<file path="src/rtl/counter_load_sequencer.sv">
// Command sequencer driving a loadable up-counter: LOAD, ZERO, RUN (N increments) and NOP.
// Optional macro CARRY_STOP_EN ends a RUN on the first counter carry.
module counter_load_sequencer #(
    parameter int unsigned WIDTH = 4,
    parameter int unsigned LEN_W = 8
) (
    input  logic             clock,
    input  logic             clear,
    input  logic             cmd_valid,
    output logic             cmd_ready,
    input  logic [1:0]       cmd_op,
    input  logic [WIDTH-1:0] cmd_data,
    input  logic [LEN_W-1:0] cmd_len,
    output logic             cnt_clear,
    output logic             cnt_load,
    output logic             cnt_increment,
    output logic [WIDTH-1:0] cnt_I,
    input  logic             cnt_carry,
    output logic             busy,
    output logic             done,
    output logic [LEN_W-1:0] carry_count
);

    localparam logic [1:0] OP_NOP  = 2'b00;
    localparam logic [1:0] OP_LOAD = 2'b01;
    localparam logic [1:0] OP_RUN  = 2'b10;

    typedef enum logic [2:0] {
        IDLE = 3'd0,
        LOAD = 3'd1,
        ZERO = 3'd2,
        RUN  = 3'd3,
        DONE = 3'd4
    } state_t;

    state_t             state_q, state_d;
    logic [LEN_W-1:0]   len_q, len_d;
    logic [WIDTH-1:0]   cnt_i_q, cnt_i_d;
    logic [LEN_W-1:0]   cc_q, cc_d;
    logic               ready_q, busy_q, done_q;
    logic               load_q, clr_q, inc_q;

    // Next-state, remaining-length, load-data and carry-count logic
    always_comb begin
        state_d = state_q;
        len_d   = len_q;
        cnt_i_d = cnt_i_q;
        cc_d    = cc_q;
        case (state_q)
            IDLE: begin
                if (cmd_valid && ready_q) begin
                    case (cmd_op)
                        OP_NOP:  state_d = DONE;
                        OP_LOAD: begin
                            state_d = LOAD;
                            cnt_i_d = cmd_data;
                        end
                        OP_RUN: begin
                            cc_d    = '0;
                            len_d   = cmd_len;
                            state_d = (cmd_len == '0) ? DONE : RUN;
                        end
                        default: state_d = ZERO;
                    endcase
                end
            end
            LOAD, ZERO: state_d = DONE;
            RUN: begin
                // Carry only counts while incrementing; saturates at all-ones
                if (cnt_carry && (cc_q != '1)) begin
                    cc_d = cc_q + LEN_W'(1);
                end
                len_d = len_q - LEN_W'(1);
                if (len_q == LEN_W'(1)) begin
                    state_d = DONE;
                end
`ifdef CARRY_STOP_EN
                if (cnt_carry) begin
                    state_d = DONE;
                end
`endif
            end
            DONE:    state_d = IDLE;
            default: state_d = IDLE;
        endcase
    end

    // State register; outputs registered from the next state so they align with it
    always_ff @(posedge clock) begin
        if (clear) begin
            state_q <= IDLE;
            len_q   <= '0;
            cnt_i_q <= '0;
            cc_q    <= '0;
            ready_q <= 1'b1;
            busy_q  <= 1'b0;
            done_q  <= 1'b0;
            load_q  <= 1'b0;
            clr_q   <= 1'b0;
            inc_q   <= 1'b0;
        end else begin
            state_q <= state_d;
            len_q   <= len_d;
            cnt_i_q <= cnt_i_d;
            cc_q    <= cc_d;
            ready_q <= (state_d == IDLE);
            busy_q  <= (state_d != IDLE);
            done_q  <= (state_d == DONE);
            load_q  <= (state_d == LOAD);
            clr_q   <= (state_d == ZERO);
            inc_q   <= (state_d == RUN);
        end
    end

    assign cmd_ready     = ready_q;
    assign busy          = busy_q;
    assign done          = done_q;
    assign cnt_load      = load_q;
    assign cnt_clear     = clr_q;
    assign cnt_increment = inc_q;
    assign cnt_I         = cnt_i_q;
    assign carry_count   = cc_q;

endmodule

</file>
<file path="config.mk">
export PLATFORM = sky130hd
export DESIGN_NAME = counter_load_sequencer
export DESIGN_NICKNAME = d
export VERILOG_FILES = /design/src/rtl/counter_load_sequencer.sv
export SDC_FILE = /design/constraint.sdc
export NUM_CORES = 1
export LEC_CHECK = 0
export CORE_MARGIN = 2
export CORE_UTILIZATION = 47
export DETAILED_ROUTE_END_ITERATION = 6
export GPL_ROUTABILITY_DRIVEN = 0
export PLACE_DENSITY = 0.79
export SETUP_SLACK_MARGIN = 0.02
export SLEW_MARGIN = 20
export SYNTH_ARGS = -nofsm -noshare
export SYNTH_HDL_FRONTEND = slang
export SYNTH_SLANG_ARGS = --single-unit
</file>
<file path="constraint.sdc">
create_clock -name clock -period 2.2 [get_ports clock]
set_input_delay 0.22 -clock clock [delete_from_list [all_inputs] [get_ports clock]]
set_output_delay 0.22 -clock clock [all_outputs]
set_load 0.01 [all_outputs]
</file>
==> Flow_metrics.wiki <==
{| class="wikitable"
! Metric !! Value
|-
| Outcome || completed
|-
| Height of the chip || 57.42 um
|-
| Growth of design area from synthesis to finish || 32.74%
|-
| Combinational family with the most area after synthesis || simple AND/OR/NAND/NOR gates
|-
| Net Count, Synth || 175
|-
| Data arrival time of the critical path || 1960 ps
|-
| FF+latch count, synth || 29
|-
| Hold Path Depth || 2
|-
| Cells after synthesis || 154
|-
| Post-synthesis instance area || 1341 um^2
|-
| Dominant cell type by area after synthesis || sky130_fd_sc_hd__dfxtp_1
|-
| Synthesized area per cell || 8.710 um^2
|-
| Final worst slack || 453.0 ps
|-
| Total track usage || 20.52%
|-
| Final critical path time including I/O delays and setup || 1747 ps
|-
| CTS Buf Count || 5
|-
| Number of flops mapped to enable cells by yosys || 0
|-
| CTS H-Tree Depth || 2
|-
| Max cap viols || 0
|-
| Depth of the most critical reg-to-reg path || 4
|-
| Antenna violations before repair || 0
|-
| Number of buffers and inverters on the critical path || 0
|-
| Maximum clock skew at final layout || 8.233 ps
|-
| Overflow after GRT || 0
|-
| Sequential fraction of the synthesis area || 43.28%
|-
| Multiplexer share of the synthesized area || 2.985%
|-
| Capturing element type of the critical path || register
|-
| Number of logic stages on the critical path including buffering || 4
|-
| Total of warnings raised by yosys || 0
|-
| VDD IR max || 601.3 uV
|-
| Clock tree buffer depth || 2
|-
| Vias in the first global route || 1223
|-
| Kind of cell with the highest combined delay on the critical path || simple AND/OR/NAND/NOR gates
|-
| Cell Rows || 19
|-
| Resized Gates After CTS || 0
|-
| Area of the core || 2734 um^2
|-
| Total count of hold-check failures in the final report || 0
|-
| Number of design-rule violations left by the first detailed-router iteration || 63
|-
| Remaining routing DRC violations || 0
|-
| # setup viols final || 0
|-
| Vias per cell || 5.893
|-
| Required time of the worst setup path || 2410 ps
|-
| Antenna Nets Post-Route || 0
|-
| Post-Synth XOR/XNOR Area || 0.6530%
|-
| Final Cycle Share || 79.41%
|-
| Total Wirelength || 3.043 mm
|-
| Area share of the largest cell type after synthesis || 43.28%
|-
| Router iterations before antenna repair || 4
|-
| Post-place setup slack || 221.7 ps
|-
| Wire length of the first global-routing pass || 5.202 mm
|-
| Postcts setup bufs || 0
|-
| Insertion delay of the later-clocked pin in the worst-skew pair || 330 ps
|-
| CTS clock-pin slew for the worst setup and hold paths || 90 ps
|-
| Share of cells above drive strength 1 || 8.290%
|-
| CTS tree || yes
|-
| Worst setup path class || register to register
|-
| Compound-gate portion of the synthesized area || 20.43%
|-
| Library cell contributing the largest single delay on the critical path || sky130_fd_sc_hd__or4_4
|-
| Count of fill cells added during filler insertion || 247
|-
| FFs w/ async S/R, synth || 0%
|-
| Power Density || 600.6 nW/um^2
|-
| Number of clock sinks || 29
|-
| Maximum single-stage delay on the critical path || 520 ps
|-
| Starting density of the core || 49.06%
|-
| Width of the die || 57.42 um
|-
| Synth top area cells || sky130_fd_sc_hd__dfxtp_1 (43%), sky130_fd_sc_hd__a21oi_1 (7.5%), sky130_fd_sc_hd__nor2_1 (5.0%), sky130_fd_sc_hd__nand3_1 (4.5%), sky130_fd_sc_hd__mux2i_1 (3.0%)
|-
| Cells along the critical path || or3_1 -> or4_4 -> o311ai_2 -> a31oi_1
|-
| Post-Route Setup TNS || 0 ps
|-
| Number of vias in the routed layout || 1320
|-
| Simple-Gate Fraction of Synth Area || 25.84%
|-
| Number of placed I/O pins || 36
|-
| Number of buffer cells added on primary ports || 35
|-
| Top FF cell, synth || sky130_fd_sc_hd__dfxtp_1
|-
| Routed wirelength normalized by instance count || 13.58 um
|-
| DIE AREA || 3297 um^2
|-
| Hold-fix buffers at CTS || 0
|-
| Number of pins exceeding their max-slew limit in the final report || 0
|-
| Worst hold-check path type || register to register
|-
| Pleak || 0.6212 nW
|-
| NumNets Final || 213
|-
| Max_slew headroom || 61.42%
|-
| Crit-path max FO || 5
|-
| Setup repair after global routing missed its margin || no
|-
| Launching element type of the critical path || register
|-
| Antenna diodes || 0
|-
| Timing-limited maximum frequency || 572.4 MHz
|-
| Actual slew at the worst max-slew pin || 564.1 ps
|-
| Fraction of the mapped netlist area in adder cells || 2.799%
|-
| CTS Root Buffer Type || sky130_fd_sc_hd__clkbuf_4
|-
| Largest net degree at the start of global routing || 12
|-
| Unique cell type count in the Yosys netlist || 42
|-
| Post-DP HPWL || 2.301 mm
|}
==> registers in the layout, summed over array words and instances, names as in the netlist <==
signal / count
len_q: 8
cnt_I: 4
busy: 1
done: 1
cnt_clear: 1
state_q: 3
cmd_ready: 1
cnt_load: 1
cnt_increment: 1
carry_count: 8
==> routing by layer <==
| layer | part of all wire, % | global-route usage, % | vias to the layer above |
|---|---|---|---|
| met5 | 0 | 0 | - |
| met4 | 2.6 | 11.30 | 0 |
| met1 | 41 | 23.01 | 612 |
| met3 | 5.6 | 5.669 | 10 |
| met2 | 51 | 34.90 | 50 |
| li1 | - | - | 648 |
==> layout by cell type, fill, tap and decap left out, drive strengths merged, types with 2 or more instances in the layout <==
| master | Yosys | final |
|---|---|---|
| o21a | 2 | 2 |
| a2111oi | 2 | 2 |
| inv | 7 | 7 |
| nand2 | 7 | 7 |
| nor3 | 3 | 3 |
| o31ai | 2 | 2 |
| a31oi | 2 | 2 |
| nand3 | 12 | 12 |
| nand2b | 2 | 2 |
| and4 | 2 | 2 |
| nor2 | 18 | 18 |
| o311ai | 2 | 2 |
| nor4 | 2 | 2 |
| nand3b | 2 | 2 |
| a2bb2oi | 2 | 2 |
| o21ai | 3 | 3 |
| nand4b | 2 | 2 |
| ha | 3 | 3 |
| or4 | 3 | 3 |
| mux2i | 4 | 4 |
| or2 | 2 | 2 |
| or3 | 5 | 5 |
| clkbuf | 3 | 7 |
| a21oi | 20 | 20 |
| clkdlybuf4s50 | 0 | 35 |
| dfxtp | 29 | 29 |
==> final timing paths <==
path                  from       end  slack [ps]
setup / recovery  len_q[3]  len_q[7]         450
setup reg to reg  len_q[3]  len_q[7]         450
hold / removal    len_q[4]  len_q[4]         510
hold reg to reg   len_q[4]  len_q[4]         510
==> cell usage after synthesis, types with 2 or more instances <==
library cell and number:
sky130_fd_sc_hd__dfxtp_1 29, sky130_fd_sc_hd__a21oi_1 20, sky130_fd_sc_hd__nor2_1 18, sky130_fd_sc_hd__nand3_1 12
sky130_fd_sc_hd__inv_1 7, sky130_fd_sc_hd__nand2_1 7, sky130_fd_sc_hd__mux2i_1 4, sky130_fd_sc_hd__clkbuf_1 3
sky130_fd_sc_hd__ha_1 3, sky130_fd_sc_hd__nor3_1 3, sky130_fd_sc_hd__o21ai_0 3, sky130_fd_sc_hd__or3_1 3
sky130_fd_sc_hd__a2111oi_0 2, sky130_fd_sc_hd__a2bb2oi_1 2, sky130_fd_sc_hd__a31oi_1 2, sky130_fd_sc_hd__and4_1 2
sky130_fd_sc_hd__nand2b_1 2, sky130_fd_sc_hd__nand3b_1 2, sky130_fd_sc_hd__nor4_1 2, sky130_fd_sc_hd__o21a_1 2
sky130_fd_sc_hd__o31ai_1 2, sky130_fd_sc_hd__or2_2 2, sky130_fd_sc_hd__or3_2 2, sky130_fd_sc_hd__or4_1 2
==> logic make-up (layout without fill, tap and decap cells) <==
group	after synthesis	after routing
flip-flops	29	29
AND/OR/NAND/NOR	63	63
multiplexers	4	4
adder cells (fa/ha/maj)	3	3
AO/OA/AOI/OAI	42	42
buffers and inverters	12	51
XOR/XNOR	1	1
==> through the flow <==
| step | hold slack [ps] | cells | utilization, % | power [mW] | cell area, um^2 |
|---|---|---|---|---|---|
| 2_1_floorplan | 292.4 | 154 | - | 0.6440 | 1341 |
| 3_3_place_gp | 476.5 | 216 | 62.56 | 0.7126 | 1710 |
| 3_5_place_dp | 492.4 | 216 | 62.56 | 0.7166 | 1710 |
| 4_1_cts | 498.6 | 224 | 65.13 | 1.080 | 1780 |
| 5_1_grt | 518.1 | 224 | 65.13 | 1.118 | 1780 |
| 6_report | 510.4 | 224 | 65.13 | 1.069 | 1780 |
==> power by group <==
| group | internal (mW) | leakage [nW] | switching [mW] |
|---|---|---|---|
| logic | 0.0773 | 0.345 | 0.0635 |
| registers | 0.545 | 0.235 | 0.0185 |
| clock network | 0.185 | 0.0413 | 0.180 |
| total | 0.807 | 0.621 | 0.262 |
==> cell type report <==
cell class                 count  area [um^2]  share of cell area, %
multi-input combinational    113        706.9                  39.70
inverter                       7        26.28                  1.476
sequential                    29        580.6                  32.61
clock inverter                 1        5.005                 0.2811
timing repair buffer          36        357.8                  20.10
clock buffer                   7        65.06                  3.654
tap                           31        38.79                  2.178
==> worst min-delay path: cells and delay by family, from the launching register on <==
kind,cells,cell delay [ps]
flip-flops,1,320
AO/OA/AOI/OAI,2,140
Power figures use the tool's default switching activity.
